===== config.mk =====
export PLATFORM = sky130hd
export DESIGN_NAME = fetch_unit
export DESIGN_NICKNAME = d
export VERILOG_FILES = /design/src/rtl/fetch_unit_pkg.sv /design/src/rtl/fetch_fifo.sv /design/src/rtl/fetch_unit.sv
export SDC_FILE = /design/constraint.sdc
export NUM_CORES = 1
export LEC_CHECK = 0
export CAP_MARGIN = 20
export CORE_UTILIZATION = 56
export CTS_CLUSTER_DIAMETER = 150
export DETAILED_ROUTE_END_ITERATION = 10
export GPL_TIMING_DRIVEN = 0
export PLACE_DENSITY = 0.8
export REMOVE_ABC_BUFFERS = 1
export SLEW_MARGIN = 20
export SYNTH_ARGS = -nofsm -noshare
export SYNTH_HDL_FRONTEND = slang
export SYNTH_SLANG_ARGS = --single-unit

===== constraint.sdc =====
create_clock -name CLK -period 4.1 [get_ports CLK]
set_input_delay 0.82 -clock CLK [delete_from_list [all_inputs] [get_ports CLK]]
set_output_delay 0.82 -clock CLK [all_outputs]
set_load 0.05 [all_outputs]

===== src/rtl/fetch_unit_pkg.sv =====
// Shared fetch-stage types: RV32 NOP, FSM encoding and the queued instruction entry.
package fetch_unit_pkg;

   localparam int XLEN = 32;
   localparam logic [XLEN-1:0] RV32_NOP = 32'h00000013;

   typedef enum logic [1:0] {
      IDLE  = 2'd0,
      FETCH = 2'd1,
      DRAIN = 2'd2
   } fetch_state_t;

   typedef struct packed {
      logic [XLEN-1:0] inst;
      logic [XLEN-1:0] pc;
   } fetch_entry_t;

endpackage


===== src/rtl/fetch_fifo.sv =====
// Purpose: DEPTH-entry prefetch queue of {inst, pc} with synchronous flush.
// Latency: a pushed entry is visible at the head on the cycle after the push.
// Backpressure: none; the caller's credit scheme guarantees no push into a full queue.
module fetch_fifo
   import fetch_unit_pkg::*;
#(
   parameter int DEPTH = 4
) (
   input  logic                       CLK,
   input  logic                       RST,
   input  logic                       push,
   input  fetch_entry_t               push_dat,
   input  logic                       pop,
   input  logic                       flush,
   output fetch_entry_t               head_dat,
   output logic [$clog2(DEPTH):0]     count
);

   localparam int AW = $clog2(DEPTH);

   fetch_entry_t  mem [DEPTH];
   logic [AW-1:0] wr_ptr;
   logic [AW-1:0] rd_ptr;

   assign head_dat = mem[rd_ptr];

   always_ff @(posedge CLK or negedge RST) begin
      if (!RST) begin
         wr_ptr <= '0;
         rd_ptr <= '0;
         count  <= '0;
      end else if (flush) begin
         wr_ptr <= '0;
         rd_ptr <= '0;
         count  <= '0;
      end else begin
         // Power-of-two depth lets the pointers wrap naturally.
         if (push) wr_ptr <= wr_ptr + AW'(1);
         if (pop)  rd_ptr <= rd_ptr + AW'(1);
         count <= count + (AW+1)'(push) - (AW+1)'(pop);
      end
   end

   always_ff @(posedge CLK) begin
      if (push && !flush) mem[wr_ptr] <= push_dat;
   end

endmodule


===== src/rtl/fetch_unit.sv =====
// Purpose: sequential instruction fetch with prefetch queue and redirect flush.
// Latency: request to inst_valid is memory latency + 1 cycle.
// Backpressure: requests throttled by queue credits; responses always accepted.
module fetch_unit
   import fetch_unit_pkg::*;
#(
   parameter logic [31:0] RESET_PC = 32'h00000000,
   parameter int          DEPTH    = 4
) (
   input  logic        CLK,
   input  logic        RST,
   output logic        mem_req_valid,
   input  logic        mem_req_ready,
   output logic [31:0] mem_req_addr,
   input  logic        mem_rsp_valid,
   input  logic [31:0] mem_rsp_data,
   output logic        inst_valid,
   input  logic        inst_ready,
   output logic [31:0] inst,
   output logic [31:0] inst_pc,
   input  logic        redirect,
   input  logic [31:0] redirect_pc
);

   localparam int CW = $clog2(DEPTH) + 1;

   fetch_state_t    state, state_nxt;
   logic [XLEN-1:0] fetch_pc, rsp_pc, target_pc;
   logic [CW-1:0]   inflight, inflight_nxt;
   logic [CW-1:0]   drop_cnt, drop_cnt_nxt;
   logic [CW-1:0]   count;
   logic [CW:0]     credits_used;
   logic            fire, push, pop, empty;
   fetch_entry_t    head;

   assign target_pc     = {redirect_pc[XLEN-1:2], 2'b00};
   assign credits_used  = {1'b0, count} + {1'b0, inflight};
   assign mem_req_valid = (state != IDLE) && !redirect && (credits_used < (CW+1)'(DEPTH));
   assign mem_req_addr  = fetch_pc;
   assign fire          = mem_req_valid && mem_req_ready;

   // A response is only kept if no older stream is still being discarded.
   assign push = mem_rsp_valid && (drop_cnt == '0) && !redirect;

   assign empty      = (count == '0);
   assign inst_valid = !empty && !redirect;
   assign pop        = inst_valid && inst_ready;
   assign inst       = empty ? RV32_NOP : head.inst;
   assign inst_pc    = empty ? '0 : head.pc;

   always_comb begin
      inflight_nxt = inflight + CW'(fire) - CW'(mem_rsp_valid);
      drop_cnt_nxt = drop_cnt;
      if (redirect)
         drop_cnt_nxt = inflight - CW'(mem_rsp_valid);
      else if (mem_rsp_valid && (drop_cnt != '0))
         drop_cnt_nxt = drop_cnt - CW'(1);

      state_nxt = state;
      case (state)
         IDLE:    state_nxt = FETCH;
         FETCH:   if (redirect && (drop_cnt_nxt != '0)) state_nxt = DRAIN;
         DRAIN:   if (drop_cnt_nxt == '0) state_nxt = FETCH;
         default: state_nxt = IDLE;
      endcase
   end

   always_ff @(posedge CLK or negedge RST) begin
      if (!RST) begin
         state    <= IDLE;
         fetch_pc <= RESET_PC;
         rsp_pc   <= RESET_PC;
         inflight <= '0;
         drop_cnt <= '0;
      end else begin
         state    <= state_nxt;
         inflight <= inflight_nxt;
         drop_cnt <= drop_cnt_nxt;
         if (redirect) begin
            fetch_pc <= target_pc;
            rsp_pc   <= target_pc;
         end else begin
            if (fire) fetch_pc <= fetch_pc + 32'd4;
            if (push) rsp_pc   <= rsp_pc + 32'd4;
         end
      end
   end

   fetch_fifo #(.DEPTH(DEPTH)) u_fifo (
      .CLK      (CLK),
      .RST      (RST),
      .push     (push),
      .push_dat ({mem_rsp_data, rsp_pc}),
      .pop      (pop),
      .flush    (redirect),
      .head_dat (head),
      .count    (count)
   );

   // Credit invariant: every outstanding request owns a queue slot.
   assert property (@(posedge CLK) disable iff (!RST) credits_used <= (CW+1)'(DEPTH));

endmodule


# Word level (Yosys, flattened, before mapping)
# Memory sizes are Yosys's and may differ from the RTL's.
# Index checks and enable logic that the tools add are counted.
# classes
n_addsub	11
mux	18
reduce_logical	23
n_lt_le_gt_ge	1
eq_ne	4
# op_table
operator	n
$mux W32	6
$add A32 B3 Y32 const B	2
$mux W2	6
$logic_and A1 B1 Y1	10
$logic_not A3 Y1	3
$mux W3	3
$sub A3 B1 Y3	3
$reduce_bool A2 Y1	4
$add A3 B1 Y3	2
$pmux W2 S3	1
$reduce_bool A3 Y1	2
$add A2 B1 Y2 const B	2
$add A3 B3 Y4	1
$lt A4 B3 Y1 const B	1
$ne A2 B2 Y1 const B	2
$sub A3 B1 Y3 const B	1
$eq A2 B1 Y1 const B	1
$eq A2 B2 Y1 const B	1
$logic_not A1 Y1	2
$logic_not A2 Y1	1
$mux W1	2
$reduce_and A2 Y1	1
# word_totals
n_memories	1
regBits	79
wordCells	66
output_inout_bits	98
in_bits	70
mem_bits_rw	256
# memory_table
memory	depth	width	read_ports	rd_clocked_by_memory_dff	wr	line	rtl
u_fifo.mem	4	64	1	0	1	fetch_fifo.sv:21	fetch_entry_t mem [DEPTH];

# Logic depth before layout (Yosys ltp)
# Gate-level depths: netlist of run 1.
# logic_depth
depth_word	8
mapped_depth	12
depth_no_buf	10

# Modules after synthesis
# From an unflattened synthesis of run 1, not the netlist that was laid out.
# unflattened
hier_cells	882
hier_area_um2	14197.4
# by_module_without_submodules
module	seq_area_each_um2	n_inst	area_per_inst_um2	cells_each
fetch_fifo	7862.5	1	9688.0	372
fetch_unit	1701.6	1	4509.3	510

# Worst setup path after synthesis of run 1
# No wires, ideal clock.
# synth_path
path_kind	input port to flip-flop
startpoint	input port redirect
endpoint	memory u_fifo.mem[2][10] (netlist bit) (enable)
stages	4
t_arrival_ns	2.951
setup_slack_ns	0.722
n_path_buf	2
required_ns	3.673
setup_ns	0.427
path_cell_list	clkbuf_1 -> inv_2 -> clkbuf_1 -> and3_1
# synth_between
elab_chain_cells	5
# synth_rtl
item	line	rtl
from (decl)	fetch_unit.sv:21	input logic redirect,
$logic_not A1 Y1 (*)	fetch_fifo.sv:45, fetch_unit.sv:43	
$logic_and A1 B1 Y1	fetch_unit.sv:43	assign push = mem_rsp_valid && (drop_cnt == '0) && !redirect;
$logic_and A1 B1 Y1 (*)	fetch_fifo.sv:45	if (push && !flush) mem[wr_ptr] <= push_dat;
$mux W1 (*)	fetch_fifo.sv:45	
$mux W1 (implied by the code) (*)	fetch_fifo.sv:45	
to (decl)	fetch_fifo.sv:21	
# Mark *: on every way between the ends. The rest lies on a longest branch, timed or not.

# Final worst setup path of run 1
# layout_path
startpoint	register u_fifo.count[1]
endpoint	output port inst_pc[15]
# layout_between
elab_chain_cells	2
# layout_rtl
item	line	rtl
from (decl)	fetch_fifo.sv:16	output logic [$clog2(DEPTH):0] count
from (signal assigned)	fetch_fifo.sv:40	count <= count + (AW+1)'(push) - (AW+1)'(pop);
$logic_not A3 Y1	fetch_unit.sv:45	assign empty = (count == '0);
$mux W32	fetch_unit.sv:49	assign inst_pc = empty ? '0 : head.pc;
to (decl)	fetch_unit.sv:20	output logic [31:0] inst_pc,
# Every way passes these cells.

==> metrics, run 1 <==
post-synthesis sequential area ratio 67.8%; Crit path arrival time 2920 ps; Area after DPL 0.0158 sq mm; largest net degree at the start of global routing 75; Peak VDD IR 402 uV; slew margin rel. 40.2%; # port buffers 161; Num Clock Sinks 323; post-DP HPWL 17,500 microns; full die area 0.0252 sq mm; Cell Area, Synth 0.0138 sq mm; worst skew pair latency 550 ps; fin cells 1,382; synthesized flop and latch total 323; drt first pass iters 5; die height 159 microns; Bufs and invs on worst path 2; antenna-violating nets left 0; Period minus WS final 3740 ps; post-synthesis async set-or-reset flop share 23.2%; Ant. Diodes 0; cell with the most instances after synthesis edfxtp_1; post-route cell area 0.0169 sq mm; P_sw 3530 uW; largest cells by area after synthesis edfxtp_1 54%, dfrtp_1 14%, mux4_2 10%; core box area 0.0238 sq mm; fin. max-slew vios 0; final cycle utilization of the critical path 91.3%; Global Route Usage Sum 22.4%; Starting Density 57.9%; Multi-input gate area 0.00418 sq mm; Net Sw Frac 34.0%; Die X 159 microns; post-synth cell types 56; setup repair after global routing missed its margin false; Ys Warns 0; clock slew at reported path FFs 70 ps; WL/cell 20.1 microns; DRC errors left 0; Pleak 0.00579 uW; Crit. End Element output pin; clk_skew 9.35 ps; area occupied by registers 0.00933 sq mm; syn_area_per_cell 15.7 sq um; first-pass GRT wire length 44,400 microns; total number of vias 8,110; Worst Path Max Fanout 35; CTS Hold Buffers Added 0; crit path cell chain or3_2 -> buf_12 -> and2_1 -> clkdlybuf4s50_1; combinational power share 33.0%; Setup violations, final 0; DP Cell Count 1,324; pwr dens 615 mW/mm^2; CP peak stage delay 740 ps; Hold Path Class in2async; vias in the first global route 8,285; run status completed; Area Overhead vs Synth 22.8%; Vias per Instance 5.87; Rows 56; Max Freq 267 MHz; CTS tree built; Max clock buf depth 3; Yosys top cell area share 54.1%; share of cells above drive strength 1 14.6%; Worst setup SP type register; routed wire length 27,700 microns; total gr overflow 0; CTS buffer count 31; DRT iter0 DRCs 518; Worst-Margin Slew 898 ps; antenna violations before repair 0; Worst Path Required 3280 ps; count of flip-flops with a built-in enable after synthesis 248; fill count 1,504; Mapped Cells 878; fin nets 1,128; io pins 168; post-layout utilization of the core 71.1%; internal power 6860 uW; slowest stage cell, crit path or3_2; power share of the clock group 28.7%; Root Driver clkbuf_16; critical path type reg2out; sequential power share 38.2%; Most used DFF post-synth edfxtp_1; cell family with most CP delay buffers and inverters; Setup TNS 0 ps; CTS HTree Levels 1; RePlAce Congestion 0.865; commonest cells in the netlist 248 x edfxtp_1, 75 x dfrtp_1, 67 x and2_1; cell taking the most area after synthesis edfxtp_1; Max-Cap Viols 0; Fin. Hold Viols 0
[final cells by class]
cell class | instances | area share [%]
clock buffer | 35 | 4.68
clock inverter | 21 | 1.66
inverter | 21 | 0.467
multi-input combinational | 490 | 24.7
sequential | 323 | 55.2
tap | 319 | 2.36
timing repair buffer | 173 | 10.9
[what timing repair did]
action                     4_1_cts  5_1_grt
buffers inserted                 0        2
resized for setup                2        1
setup endpoints to repair        2       22
hold endpoints to repair         0        0
gates cloned                     0        0
[per-stage QoR]
step                worst slack, ps  hold WS (ps)  total power, uW
detailed placement             -167           527             7490
global route                    222           148            10800
finish                          358           145            10400
floorplan                      -300           494             6310
CTS                            2.04           135            10500
global placement              -2570           523             7430
[power by group through the flow]
stage          clock network [uW]  logic (uW)  registers, uW
3_5_place_dp                    0        3430           4060
6_report                     2990        3430           3970
3_3_place_gp                    0        3260           4160
4_1_cts                      3050        3430           4000
2_1_floorplan                   0        2040           4260
5_1_grt                      3170        3640           4000
[cell families (layout without fill, tap and decap cells)]
kind of cell | after synthesis | in the layout | share of synthesized area, %
other | 1 | 4 | 0.0273
buffers and inverters | 68 | 250 | 2.19
adders and majority gates | 18 | 18 | 1.75
AOI/OAI and AO/OA | 97 | 97 | 4.38
DFF | 323 | 323 | 67.8
muxes | 69 | 69 | 10.7
and+or+nand+nor | 263 | 263 | 10.7
xor gates and xnor gates | 39 | 39 | 2.48
[layer usage]
layer | track usage [%] | wire length, microns
met4 | 5.69 | 476
met5 | 0 | 0
met2 | 36.4 | 13400
met3 | 3.32 | 1510
met1 | 31.9 | 12400
[flip-flops by register name, indices dropped and copies added (netlist names)]
signal         flops
drop_cnt           3
inflight           3
mem_req_addr      30
rsp_pc            30
state              2
u_fifo.count       3
u_fifo.mem       248
u_fifo.rd_ptr      2
u_fifo.wr_ptr      2
[cells in the final DEF, fill, tap and decap left out, drive strengths merged, types with 2 or more instances in the layout]
| master | synthesis | final |
|---|---|---|
| mux2 | 4 | 4 |
| inv | 21 | 23 |
| nand4 | 23 | 23 |
| clkinv | 0 | 12 |
| nor3 | 10 | 10 |
| nand3 | 42 | 42 |
| buf | 19 | 14 |
| bufinv | 0 | 7 |
| nand3b | 2 | 2 |
| conb | 1 | 4 |
| xor2 | 28 | 28 |
| and2 | 67 | 67 |
| nor2 | 25 | 25 |
| edfxtp | 248 | 248 |
| nand2 | 58 | 58 |
| clkdlybuf4s50 | 0 | 156 |
| or4 | 6 | 6 |
| and3 | 12 | 12 |
| or2 | 4 | 4 |
| or3 | 5 | 5 |
| xnor2 | 11 | 11 |
| fa | 2 | 2 |
| dlygate4sd2 | 0 | 2 |
| a31o | 3 | 3 |
| o311ai | 13 | 13 |
| a21oi | 13 | 13 |
| o21ai | 45 | 45 |
| dfrtp | 75 | 75 |
| ha | 16 | 16 |
| a31oi | 7 | 7 |
| nor4 | 5 | 5 |
| mux2i | 3 | 3 |
| o211ai | 8 | 8 |
| mux4 | 62 | 62 |
| clkbuf | 28 | 35 |
[worst paths after layout]
kind,startpoint,end,slack (ps),cells past startpoint
worst max-delay path,u_fifo.count[1],inst_pc[15],360,4
worst min-delay path,RST,rsp_pc[3],140,1
worst max register to register,inflight[2],inflight[2],430,9
worst min register to register,inflight[0],inflight[0],540,1
max in group asynchronous,RST,rsp_pc[31],3390,2
min in group CLK,inflight[0],inflight[0],540,1
Note: power is estimated with default switching activity, not from simulation.
==> inputs of run 2 (changes only) <==
- CORE_UTILIZATION: 56 -> 63
- DONT_BUFFER_PORTS: default -> 1
- PLACE_DENSITY: 0.8 -> 0.79
==> run 2 against run 1 <==
Clock skew increased by 10 ps. Via count decreased by 5.7%. Combinational power decreased by 28%. Non-clock buffer count decreased by 164. Sequential share of layout area increased by 6.3 points. Clock power decreased by 5%. Fmax increased by 2.6%. Sequential power increased by 6.8%. Die area decreased by 11%. Clock-buffer cell count increased by 4. Critical path type is now reg2reg. Highest routed layer unchanged.
==> metrics, run 2 (synthesis results as in run 1) <==
run status completed; postcts setup bufs 0; Hold Path Class in2async; DP Cell Count 1,117; CTS HTree Levels 1; critical path type reg2reg; reg-to-reg slack, setup 450 ps; Crit. End Element register; worst reg2reg startpoint inflight[2]; DP Worst Slack 344 ps; io pins 168; final cycle utilization of the critical path 88.9%; fin nets 964; CP Launch Point inflight[2]; depth of the worst register-to-register path 9; cell family with most CP delay adder cells; Fin. Hold Viols 0; Period minus WS final 3650 ps; Die X 150 microns; Max-Cap Viols 0; Crit path arrival time 4080 ps; WL/cell 22.8 microns; routed wire length 26,800 microns; R2R Path End inflight[2]; RePlAce Congestion 0.854; commonest non-fill, non-tap cell in the layout edfxtp_1; slew margin rel. 40.6%; Worst Path Max Fanout 36; fin. max-slew vios 0; DRC errors left 0; clk_skew 19.5 ps; worst skew pair latency 550 ps; Max Freq 274 MHz; antenna-violating nets left 0; post-route cell area 0.0152 sq mm; core box area 0.0212 sq mm; Root Driver clkbuf_16; Vias per Instance 6.51; Max clock buf depth 3; Worst-Margin Slew 888 ps; end of the critical path inflight[2]; vias in the first global route 7,823; setup repair after global routing missed its margin false; Rows 53; drt first pass iters 6; max FFs per register 248; Setup violations, final 0; Worst setup SP type register; CP peak stage delay 830 ps; # port buffers 0; Ant. Diodes 0; Bufs and invs on worst path 2; full die area 0.0224 sq mm; antenna violations before repair 0; clock slew at reported path FFs 60 ps; largest net degree at the start of global routing 76; fin cells 1,175; Peak VDD IR 392 uV; total number of vias 7,645; Pleak 0.00512 uW; Num Clock Sinks 323; total gr overflow 0; CTS tree built; setup ws final 453 ps; slowest stage cell, crit path o2111a_1; most frequent cells in the layout 248 x edfxtp_1, 73 x dfrtp_1, 67 x and2_1; pwr dens 629 mW/mm^2; die height 150 microns; Area Overhead vs Synth 10.3%; fill count 1,300; Starting Density 64.8%; Largest Register u_fifo.mem; first-pass GRT wire length 42,100 microns; Area after DPL 0.0141 sq mm; Global Route Usage Sum 24.6%; Worst Path Required 4530 ps; share of cells above drive strength 1 16.2%; crit path cell chain ha_1 -> nor4_2 -> o2111a_1 -> inv_2 -> ha_1 -> inv_1 -> ha_1 -> fa_1 -> xnor2_1; DRT iter0 DRCs 627; post-DP HPWL 17,000 microns; WP depth 9; CTS buffer count 31; Top cell by count, worst path ha_1
[run 2: how the worst min path moves through the flow]
stage | from | to
after floorplan | rsp_pc[31] | u_fifo.mem[0][31]
after global placement | inflight[0] | inflight[0]
after detailed placement | RST | mem_req_addr[9]
after CTS | RST | mem_req_addr[27]
after global routing | RST | mem_req_addr[15]
final | RST | mem_req_addr[11]
[run 2: worst reg2reg max path: cells and delay by family (launching register included)]
kind | cells | cell delay (ps)
xor+xnor | 1 | 140
flops | 1 | 420
fa+ha+maj | 4 | 1320
buf+inv | 2 | 530
simple gates | 1 | 300
compound gates | 1 | 830
[run 2: power breakdown]
group	internal [uW]	total, uW	switching [uW]
clock	1690	2840	1150
combinational	722	2470	1740
sequential	3730	4240	508
total	6140	9540	3400
[run 2: per-layer routing]
layer	wire, microns	global-route usage (%)	share of wire [%]
met5	0	0	0
met4	512	5.15	1.9
met3	2230	5.55	8.3
met2	13500	42.0	50
met1	10500	32.6	39
[run 2: timing repair]
action / CTS / global route
gates resized for setup: 0 / 0
hold endpoints to repair: 75 / 0
hold buffers: 1 / 0
[run 2: final cells by class]
class / instances / area (sq um) / share of cell area (%)
tap: 275 / 344 / 2.27
clock inverter: 18 / 189 / 1.24
multi-input combinational: 490 / 4180 / 27.5
timing repair buffer: 9 / 218 / 1.43
sequential: 323 / 9330 / 61.5
clock buffer: 39 / 837 / 5.52
inverter: 21 / 78.8 / 0.519
[run 2: metrics by stage]
step	power, uW	util (%)	hold WS [ps]	setup TNS (ps)
global placement	6660	65.5	514	-222670
floorplan	6310	-	494	-14060
CTS	9620	71.5	165	0
detailed placement	6770	66.6	527	0
global route	9920	71.5	187	0
finish	9540	71.5	138	0
==> inputs of run 3 (changes only) <==
- CORE_UTILIZATION: 63 -> 65
- CTS_BUF_LIST: default -> sky130_fd_sc_hd__clkbuf_4
- PLACE_DENSITY: 0.79 -> 0.81
==> run 3 against run 2 <==
Global-route usage increased by 1.5 points. Non-clock buffer count did not move. Flip-flop and latch count unchanged. Clock skew is 15 ps higher. Wire length is 1.0% higher. Clock-buffer cell count rose by 74. Via count is 3.3% higher. Die area is 3.0% lower. Fmax grew 0.33%. Core utilization increased by 2.5 points. Highest routed layer unchanged.
==> metrics, run 3 (synthesis results as in run 1) <==
run status completed; power share of the clock group 27.9%; Area Overhead vs Synth 10.3%; clk_skew 34.9 ps; worst hold slack 38.3 ps; final cycle utilization of the critical path 88.6%; drt first pass iters 6; slew margin rel. 35.5%; share of cells above drive strength 1 23.4%; Max-Cap Viols 0; post-route cell area 0.0152 sq mm; vias in the first global route 8,220; Starting Density 67.1%; Period minus WS final 3630 ps; WL/cell 21.6 microns; # port buffers 0; Rows 52; cell family with most CP delay adder cells; Largest Register u_fifo.mem; combinational power share 26.9%; slowest stage cell, crit path o2111a_1; largest net degree at the start of global routing 76; commonest non-fill, non-tap cell in the layout edfxtp_1; core box area 0.0205 sq mm; fin. max-slew vios 0; post-cts repair resize count 0; max FFs per register 248; critical path type reg2reg; Fin. Hold Viols 0; internal power 5860 uW; Setup violations, final 0; first-pass GRT wire length 43,000 microns; die height 147 microns; post-DP HPWL 17,300 microns; Global Route Usage Sum 26.1%; Max Freq 275 MHz; most frequent cells in the layout 248 x edfxtp_1, 113 x clkbuf_4, 73 x dfrtp_1; Area after DPL 0.0141 sq mm; DRT iter0 DRCs 587; fill count 1,291; Pleak 0.00523 uW; pwr dens 614 mW/mm^2; CTS buffer count 76; Max clock buf depth 3; worst skew pair latency 680 ps; Setup TNS 0 ps; total gr overflow 0; Net Sw Frac 37.1%; fin nets 1,009; crit path cell chain ha_1 -> nor4_2 -> o2111a_1 -> inv_2 -> ha_1 -> inv_1 -> ha_1 -> fa_1 -> xnor2_1; R2R Path End inflight[2]; setup repair after global routing missed its margin false; antenna violations before repair 1; CTS HTree Levels 3; Worst Path Required 4640 ps; Num Clock Sinks 323; Die X 147 microns; Peak VDD IR 391 uV; total number of vias 7,898; antenna-violating nets left 0; sequential power share 45.2%; Crit path arrival time 4180 ps; DRC errors left 0; io pins 168; depth of the worst register-to-register path 9; Crit. End Element register; reg-to-reg slack, setup 470 ps; RePlAce Congestion 0.842; CP peak stage delay 840 ps; routed wire length 27,000 microns; Worst setup SP type register; Root Driver clkbuf_4; Vias per Instance 6.30; Hold Path Class in2async; Worst-Margin Slew 960 ps; worst reg2reg startpoint inflight[2]; full die area 0.0218 sq mm; P_sw 3450 uW; Worst Path Max Fanout 36; clock slew at reported path FFs 70 ps; Top cell by count, worst path ha_1; Final Power 9320 uW; Bufs and invs on worst path 2; CTS tree built
-- run 3: changes by cell type in the layout (fill, tap and decap cells not counted), moves of 2 or more --
cell       delta
clkbuf_16    -32
inv_2         +3
clkinv_1      +5
buf_12        +2
clkinv_2      +5
bufinv_16     -2
clkbuf_1      -6
clkbuf_4    +113
-- run 3: per-layer routing --
layer  global-route usage (%)  wire, microns
met1                     32.9          10500
met2                     43.1          13500
met3                     7.96           2450
met4                     9.64            601
met5                        0              0
-- run 3: how the worst max path moves through the flow --
| stage | cells past startpoint | start | endpoint | slack, ps |
|---|---|---|---|---|
| finish | 9 | inflight[2] | inflight[2] | 470 |
| global route | 9 | u_fifo.count[1] | inflight[2] | 260 |
| CTS | 4 | u_fifo.rd_ptr[0] | inst[11] | 360 |
| detailed placement | 8 | redirect | inflight[2] | 330 |
| global placement | 2 | u_fifo.rd_ptr[0] | inst_pc[15] | -1260 |
| floorplan | 2 | u_fifo.rd_ptr[0] | inst[0] | -300 |
-- run 3: power groups by stage --
stage,Clock [uW],Combinational [uW],Sequential (uW)
6_report,2600,2510,4210
5_1_grt,2820,2670,4240
4_1_cts,2650,2540,4210
3_5_place_dp,0,2510,4280
3_3_place_gp,0,2310,4360
2_1_floorplan,0,2040,4260
-- run 3: repair_timing --
item                      in CTS  in global routing
hold buffers                   1                  0
hold endpoints to repair      75                  0
buffers inserted               0                  0
-- run 3: cell type report --
class                   count  area, sq um  share of cell area (%)
flip-flops and latches    323         9330                    61.5
multi-input cells         490         4180                    27.5
clock buffers             113          848                    5.59
well taps                 270          338                    2.23
repair buffers              9          225                    1.48
clock inverters            27          166                    1.10
inverters                  21         78.8                   0.520
diodes                      1         2.50                  0.0165
-- run 3: per-stage QoR --
stage | cells | setup WS, ps | util, %
after global placement | 1104 | -1260 | 67.7
after CTS | 1253 | 359 | 74.0
after floorplan | 834 | -300 | -
after global routing | 1254 | 260 | 74.0
after detailed placement | 1112 | 335 | 68.9
final | 1254 | 465 | 74.0
